$ cat src/rtl/secded_axis_pipe.sv
// secded_axis_pipe: two-stage SECDED (extended Hamming) encode -> fault inject -> decode/correct over AXI-Stream.
// Fault injection is compiled in only when ECC_INJECT_EN is defined.
module secded_axis_pipe #(
    parameter int DATA_W = 16,
    parameter int PAR_W  = 5,
    parameter int CNT_W  = 16,
    localparam int CODE_W = DATA_W + PAR_W + 1,
    localparam int POS_W  = $clog2(CODE_W)
) (
    input  logic              clk,
    input  logic              reset,
    input  logic [DATA_W-1:0] s_axis_tdata,
    input  logic              s_axis_tvalid,
    output logic              s_axis_tready,
    output logic [DATA_W-1:0] m_axis_tdata,
    output logic              m_axis_tvalid,
    input  logic              m_axis_tready,
    input  logic              inject,
    input  logic [POS_W-1:0]  fault_pos,
    input  logic              double_error,
    output logic              single_error_flag,
    output logic              double_error_flag,
    input  logic              cnt_clr,
    output logic [CNT_W-1:0]  sec_count,
    output logic [CNT_W-1:0]  ded_count
);

    localparam logic [PAR_W:0]    CODE_W_SYN = (PAR_W + 1)'(CODE_W);
    localparam logic [POS_W:0]    CODE_W_POS = (POS_W + 1)'(CODE_W);
    localparam logic [CODE_W-1:0] CODE_ONE   = {{(CODE_W - 1){1'b0}}, 1'b1};

    // Parity must cover every Hamming position, and no more parity bits than the codeword can hold.
    generate
        if (DATA_W < 4 || DATA_W > 64 || (2 ** PAR_W) < CODE_W || (2 ** (PAR_W - 1)) >= CODE_W) begin : g_bad_cfg
            $error("secded_axis_pipe: invalid DATA_W/PAR_W combination");
        end
    endgenerate

    function automatic logic [PAR_W-1:0] f_syndrome(input logic [CODE_W-1:0] code);
        logic [PAR_W-1:0] syn;
        syn = '0;
        for (int p = 32'sd1; p < CODE_W; p++) begin
            if (code[p]) begin
                syn = syn ^ p[PAR_W-1:0];
            end else begin
                syn = syn;
            end
        end
        return syn;
    endfunction

    function automatic logic [CODE_W-1:0] f_encode(input logic [DATA_W-1:0] data);
        logic [CODE_W-1:0] code;
        logic [PAR_W-1:0]  syn;
        int                k;
        code = '0;
        k    = 32'sd0;
        for (int p = 32'sd1; p < CODE_W; p++) begin
            if ((p & (p - 32'sd1)) != 32'sd0) begin
                code[p] = data[k];
                k       = k + 32'sd1;
            end else begin
                code[p] = 1'b0;
            end
        end
        // Placing the data syndrome into the power-of-two slots drives the total syndrome to zero.
        syn = f_syndrome(code);
        for (int i = 32'sd0; i < PAR_W; i++) begin
            code[2 ** i] = syn[i];
        end
        code[0] = ^code[CODE_W-1:1];
        return code;
    endfunction

    function automatic logic [DATA_W-1:0] f_extract(input logic [CODE_W-1:0] code);
        logic [DATA_W-1:0] data;
        int                k;
        data = '0;
        k    = 32'sd0;
        for (int p = 32'sd1; p < CODE_W; p++) begin
            if ((p & (p - 32'sd1)) != 32'sd0) begin
                data[k] = code[p];
                k       = k + 32'sd1;
            end else begin
                k = k;
            end
        end
        return data;
    endfunction

    logic              r_s1_valid;
    logic [CODE_W-1:0] r_s1_code;
    logic              r_s2_valid;
    logic [DATA_W-1:0] r_s2_data;
    logic              r_s2_sec;
    logic              r_s2_ded;
    logic [CNT_W-1:0]  r_sec_count;
    logic [CNT_W-1:0]  r_ded_count;

    logic              w_s2_adv;
    logic              w_s1_adv;
    logic              w_out_hs;
    logic [CODE_W-1:0] w_mask;
    logic [PAR_W-1:0]  w_syn;
    logic              w_pm;
    logic [CODE_W-1:0] w_fixed;
    logic              w_sec;
    logic              w_ded;

    assign w_s2_adv      = ~r_s2_valid | m_axis_tready;
    assign w_s1_adv      = ~r_s1_valid | w_s2_adv;
    assign s_axis_tready = reset & w_s1_adv;
    assign w_out_hs      = r_s2_valid & m_axis_tready;

`ifdef ECC_INJECT_EN
    logic [POS_W:0] w_pos2;

    // Build the flip mask; the second flip wraps from the top codeword bit to bit 0.
    always_comb begin
        w_mask = '0;
        w_pos2 = {1'b0, fault_pos} + {{POS_W{1'b0}}, 1'b1};
        if (w_pos2 == CODE_W_POS) begin
            w_pos2 = '0;
        end else begin
            w_pos2 = w_pos2;
        end
        if (inject) begin
            if ({1'b0, fault_pos} < CODE_W_POS) begin
                w_mask = w_mask | (CODE_ONE << fault_pos);
            end else begin
                w_mask = w_mask;
            end
            if (double_error && (w_pos2 < CODE_W_POS)) begin
                w_mask = w_mask | (CODE_ONE << w_pos2);
            end else begin
                w_mask = w_mask;
            end
        end else begin
            w_mask = '0;
        end
    end
`else
    logic w_unused_inj;
    assign w_mask       = '0;
    assign w_unused_inj = ^{inject, fault_pos, double_error};
`endif

    // Stage 1: encode the accepted beat and apply any injected flips.
    always_ff @(posedge clk) begin
        if (!reset) begin
            r_s1_valid <= 1'b0;
            r_s1_code  <= '0;
        end else if (w_s1_adv) begin
            r_s1_valid <= s_axis_tvalid;
            r_s1_code  <= f_encode(s_axis_tdata) ^ w_mask;
        end
    end

    // Classify the stage-1 codeword and correct a single flipped bit.
    always_comb begin
        w_syn   = f_syndrome(r_s1_code);
        w_pm    = ^r_s1_code;
        w_fixed = r_s1_code;
        w_sec   = 1'b0;
        w_ded   = 1'b0;
        if (!w_pm) begin
            if (w_syn == '0) begin
                w_sec = 1'b0;
            end else begin
                w_ded = 1'b1;
            end
        end else if (w_syn == '0) begin
            w_sec = 1'b1;
        end else if ({1'b0, w_syn} < CODE_W_SYN) begin
            w_sec   = 1'b1;
            w_fixed = r_s1_code ^ (CODE_ONE << w_syn);
        end else begin
            w_ded = 1'b1;
        end
    end

    // Stage 2 is the output register and holds its beat while downstream stalls.
    always_ff @(posedge clk) begin
        if (!reset) begin
            r_s2_valid <= 1'b0;
            r_s2_data  <= '0;
            r_s2_sec   <= 1'b0;
            r_s2_ded   <= 1'b0;
        end else if (w_s2_adv) begin
            r_s2_valid <= r_s1_valid;
            if (r_s1_valid) begin
                r_s2_data <= f_extract(w_fixed);
                r_s2_sec  <= w_sec;
                r_s2_ded  <= w_ded;
            end
        end
    end

    // Saturating event counters; a coincident clear takes priority over an increment.
    always_ff @(posedge clk) begin
        if (!reset) begin
            r_sec_count <= '0;
            r_ded_count <= '0;
        end else if (cnt_clr) begin
            r_sec_count <= '0;
            r_ded_count <= '0;
        end else begin
            if (w_out_hs && r_s2_sec && !(&r_sec_count)) begin
                r_sec_count <= r_sec_count + {{(CNT_W - 1){1'b0}}, 1'b1};
            end
            if (w_out_hs && r_s2_ded && !(&r_ded_count)) begin
                r_ded_count <= r_ded_count + {{(CNT_W - 1){1'b0}}, 1'b1};
            end
        end
    end

    assign m_axis_tvalid     = r_s2_valid;
    assign m_axis_tdata      = r_s2_data;
    assign single_error_flag = r_s2_sec;
    assign double_error_flag = r_s2_ded;
    assign sec_count         = r_sec_count;
    assign ded_count         = r_ded_count;

endmodule

$ cat config.mk
export PLATFORM = sky130hd
export DESIGN_NAME = secded_axis_pipe
export DESIGN_NICKNAME = d
export VERILOG_FILES = /design/src/rtl/secded_axis_pipe.sv
export SDC_FILE = /design/constraint.sdc
export NUM_CORES = 1
export LEC_CHECK = 0
export ABC_AREA = 1
export BUFFER_PORTS_ARGS = -buffer_cell sky130_fd_sc_hd__clkbuf_2
export CAP_MARGIN = 20
export CORE_UTILIZATION = 35
export DETAILED_ROUTE_END_ITERATION = 8
export GPL_ROUTABILITY_DRIVEN = 0
export HOLD_SLACK_MARGIN = 0.06
export PLACE_DENSITY = 0.6
export SYNTH_ARGS = -nofsm -noshare
export SYNTH_HDL_FRONTEND = slang
export SYNTH_SLANG_ARGS = --single-unit
$ cat constraint.sdc
create_clock -name clk -period 2.4 [get_ports clk]
set_input_delay 0.24 -clock clk [delete_from_list [all_inputs] [get_ports clk]]
set_output_delay 0.24 -clock clk [all_outputs]
set_load 0.01 [all_outputs]
# After elaboration in Yosys (flattened, before gate mapping)
# Index checks and enable logic that the tools add are counted.
[word_totals]
ram_bits = 0
reg_bits = 74
latchBits = 0
out_inout_bits = 52
inputBits = 28
romBits = 0
wordCells = 509
n_memories = 0
[classes]
addsub = 31
n_lt_le_gt_ge = 48
multipliers = 0
muxes = 343
n_eq_ne = 0
reduce_logical = 29
n_bitwise = 49
div_mod_pow = 0
shift = 1
[ops]
columns = ["operator", "count"]
rows = [
  ["$mux W32", 78],
  ["$lt A32 B6 Y1 const B", 31],
  ["$add A32 B2 Y32 const B", 29],
  ["$mux W16", 45],
  ["$ge A32 B1 Y1 const B", 16],
  ["$mux W5", 54],
  ["$bwmux W16", 15],
  ["$mux W1", 89],
  ["$mux W22", 3],
  ["$demux W1 S4", 16],
  ["$mux W4", 16],
  ["$bmux W1 S4", 15],
  ["$not A2 Y2", 18],
  ["$not A3 Y3", 12],
  ["$add A16 B1 Y16 const B", 2],
  ["$reduce_and A16 Y1", 2],
  ["$mux W3", 8],
  ["$reduce_xor A22 Y1", 1],
  ["$shl A1 B5 Y22 const A", 1],
  ["$xor A22 B22 Y22", 1],
  ["$reduce_xor A21 Y1", 1],
  ["$logic_and A1 B1 Y1", 20],
  ["$and A16 B16 Y16", 1],
  ["$mux W2", 4],
  ["10 further kinds", 23],
]

# Longest topological paths before layout
[logic_depth]
depth_word = 103
mapped_depth = 17
depth_no_buf = 17

# Least setup slack after synthesis
# No wires, ideal clock.
[synth_path]
path_kind = "register to register"
start = "register r_sec_count[0] (netlist: sec_count[0])"
end = "register r_sec_count[14] (netlist: sec_count[14])"
path_stages_with_launch = 13
setup_slack_ns = 0.586
t_arrival_ns = 1.702
required_time_ns = 2.287
path_buffers = 0
synth_period_minus_slack_ns = 1.814
setup_time_ns = 0.113
path_cell_list = "dfxtp_1 ha_1 inv_1 nor4_1 inv_1 nor2_1 inv_1 nor2_1 inv_1 nor4_2 nand2_1 nand2_1 nor2_1"
[synth_via]
elab_chain_cells = 3
elab_cells_between_ends = 4
cone_classes = "add/sub (1); reduce/logical (3)"
[synth_rtl]
columns = ["element", "line", "source"]
rows = [
  ["from (decl)", "97", "logic [CNT_W-1:0] r_sec_count;"],
  ["from (signal assigned)", "209", "r_sec_count <= r_sec_count + {{(CNT_W - 1){1'b0}}, 1'b1};"],
  ["parallel branches: the longest is 3 deep, another holds $add A16 B1 Y16", "n/a", ""],
]
# Parallel ways; which one is timed is not known.
# A chain may end at the register's enable or synchronous reset.

# Worst setup path after layout
# Ends and elaborated chain as after synthesis.

==> metrics.txt <==
Max Fanout on Critical Path 5; LEAKAGE 2.46 nW; CTS clk-pin slew, worst paths 0.06 ns; setup_tns 0 ns; clock sink total 74; GRT overflow 0; Post-Syn Nets 726; DP Wirelength 8.30 mm; Critical Path Most Common Cell inv_1; largest net degree at the start of global routing 37; Max Slew Vio Count 0; Setup Buffers After CTS 0; Clock Tree Buf Depth 2; Num CTS Buffers 9; Crit path largest cell delay 0.39 ns; die area 13200 µm²; synthesis-to-layout area growth 18.3%; I/O pin count 80; Synth area leader dfxtp_1; Post-DRT Antenna Nets 0; Worst VDD drop 0.414 mV; post-cts sizing count 0; DIE HEIGHT 115 µm; fmax 504 MHz; vias after detailed routing 4297; fraction of layout instances using a drive strength above 1 0.153; post-synthesis sequential area ratio 0.332; CTS tree yes; synthesized area 4460 µm²; synthesized instance count 696; root buf cell clkbuf_16; worst hold path type input pin to flip-flop; # setup viols final 0; Worst Path Arrival 2.22 ns; crit share post-route 0.826; Row Count 40; fin nets 798; endpoints failing hold 0; Starting Density 0.365; Layout Skew 0.00619 ns; Worst-Skew Late Latency 0.34 ns; dpl ws 0.427 ns; Startpoint Class flip-flop; # DRC 0; diodes inserted 0; Yosys reg bits 74; gr usage total 0.179; CP Capture Type flip-flop; CP Class flip-flop to flip-flop; CP Buf/Inv Count 4; H-tree depth 3; Cell variety after synth 35; IO Port Bufs 72; CP cell instances ha_1 > inv_1 > nor4_1 > inv_1 > nor2_1 > inv_1 > nor2_1 > inv_1 > nor4_2 > nand2_1 > nand2_1 > nor2_1; vias in the first global route 3935; Synth top area share 0.332; CP required 2.64 ns; vias per std cell 4.57; headroom to the max-slew limit 0.601; initial drt markers 280; Core ar. 12200 µm²; Power Dens Cells 660 nW/µm²; Routed WL 10.7 mm; top post-synthesis cells by area dfxtp_1, nand2_1, inv_1; CTS Hold Buffers Added 0; global-route wire length before repair 18.4 mm; status finished clean; 1st-pass router iterations 5; Die Wd 115 µm; drt wl/cell 11.4 µm; Final Non-Filler Cells 941; fin worst setup slack 0.417 ns; Top delay family on crit path simple AND/OR/NAND/NOR gates; Placed Cells incl. Taps 925; syn avg cell area 6.40 µm²; MaxCap Viol Count 0; initial antenna violation count 0; slowest cell on the critical path dfxtp_1; synth warn 0; Worst Tran Pin Value 0.598 ns; min cycle time layout 1.98 ns; RSZ-0062 raised after global routing no
-- flip-flops by register name, summed over array words and instances (netlist names) --
name	count
ded_count	16
r_s1_valid	1
r_s1_code	22
sec_count	16
double_error_flag	1
m_axis_tvalid	1
m_axis_tdata	16
single_error_flag	1
-- worst paths after layout --
kind              cells after the start                to  slack, ns              from
hold / removal                        2        r_s1_valid       0.11     s_axis_tvalid
hold reg to reg                       2  m_axis_tdata[15]       0.47  m_axis_tdata[15]
setup / recovery                     12     sec_count[14]       0.42      sec_count[0]
setup reg to reg                     12     sec_count[14]       0.42      sec_count[0]
-- synth_stat cells, drive strengths merged --
cell / instances
clkinv: 2
nor2: 69
a31oi: 5
nand3b: 4
nand3: 43
dfxtp: 74
nand4: 6
ha: 2
xor2: 23
nor3: 16
o211ai: 3
o21bai: 1
a211oi: 1
or2: 2
o211a: 1
o21a: 1
nor4: 3
a21oi: 46
inv: 98
xnor2: 29
nor3b: 1
buf: 5
nand2: 198
clkbuf: 11
o21ai: 52
-- stage by stage --
stage	instance area (µm²)	utilization	hold slack (ns)	total power, mW
5_1_grt	5270	0.432	0.111	3.72
3_3_place_gp	5000	0.409	0.455	2.27
3_5_place_dp	5000	0.409	0.458	2.27
2_1_floorplan	4460	-	0.364	2.07
4_1_cts	5270	0.432	0.0971	3.53
6_report	5270	0.432	0.106	3.48
-- cell type report --
| type | instances | area (µm²) |
|---|---|---|
| repair buffers | 77 | 398 |
| fillers | 1362 | 6940 |
| well taps | 168 | 210 |
| clock buffers | 9 | 225 |
| multi-input cells | 506 | 2530 |
| flip-flops and latches | 74 | 1480 |
| inverters | 100 | 377 |
| clock inverters | 7 | 46.3 |
-- layout by cell type (no fill, tap or decap), types with 2 or more instances in the layout --
master and n:
inv_2 6, ha_1 2, o21ai_1 4, buf_4 5, nand3b_1 4, clkbuf_16 9
a21oi_1 46, nand2_1 190, dfxtp_1 74, nor2_1 65, clkbuf_2 72, nor4_1 2
nand3_1 42, or2_2 2, o21ai_0 48, clkinv_2 5, nor2_2 3, a31oi_1 5
o211ai_1 3, clkinv_4 3, xor2_1 22, inv_1 92, nand2_2 8, nand4_1 6
xnor2_1 28, nor3_1 16
-- metal layers --
metal  track usage  up-vias  part of all wire
li1              -     2351                 -
met2         0.307       72              0.47
met4        0.0528        0             0.017
met1         0.225     1860              0.47
met3        0.0390       14             0.043
met5             0        -                 0
-- worst reg2reg max path: stages, from the launching register on --
cell     delay, ns
dfxtp_1       0.39
ha_1          0.18
inv_1         0.06
nor4_1        0.34
inv_1         0.07
nor2_1        0.26
inv_1         0.07
nor2_1        0.09
inv_1         0.07
nor4_2        0.17
nand2_1       0.08
nand2_1       0.06
nor2_1        0.03
-- where the power goes --
group	internal, mW	switching (mW)	leakage, nW	total (mW)
clock	0.697	0.539	0.139	1.24
sequential	1.30	0.0687	0.606	1.36
combinational	0.315	0.564	1.72	0.879
-- kinds of logic after synthesis --
group,after synthesis,share of synthesized area
flip-flops,74,0.332
adder cells (fa/ha/maj),2,0.00562
AO/OA/AOI/OAI,110,0.129
buffers and inverters,116,0.0994
AND/OR/NAND/NOR,342,0.325
XOR/XNOR,52,0.108
Power figures use the tool's default switching activity.
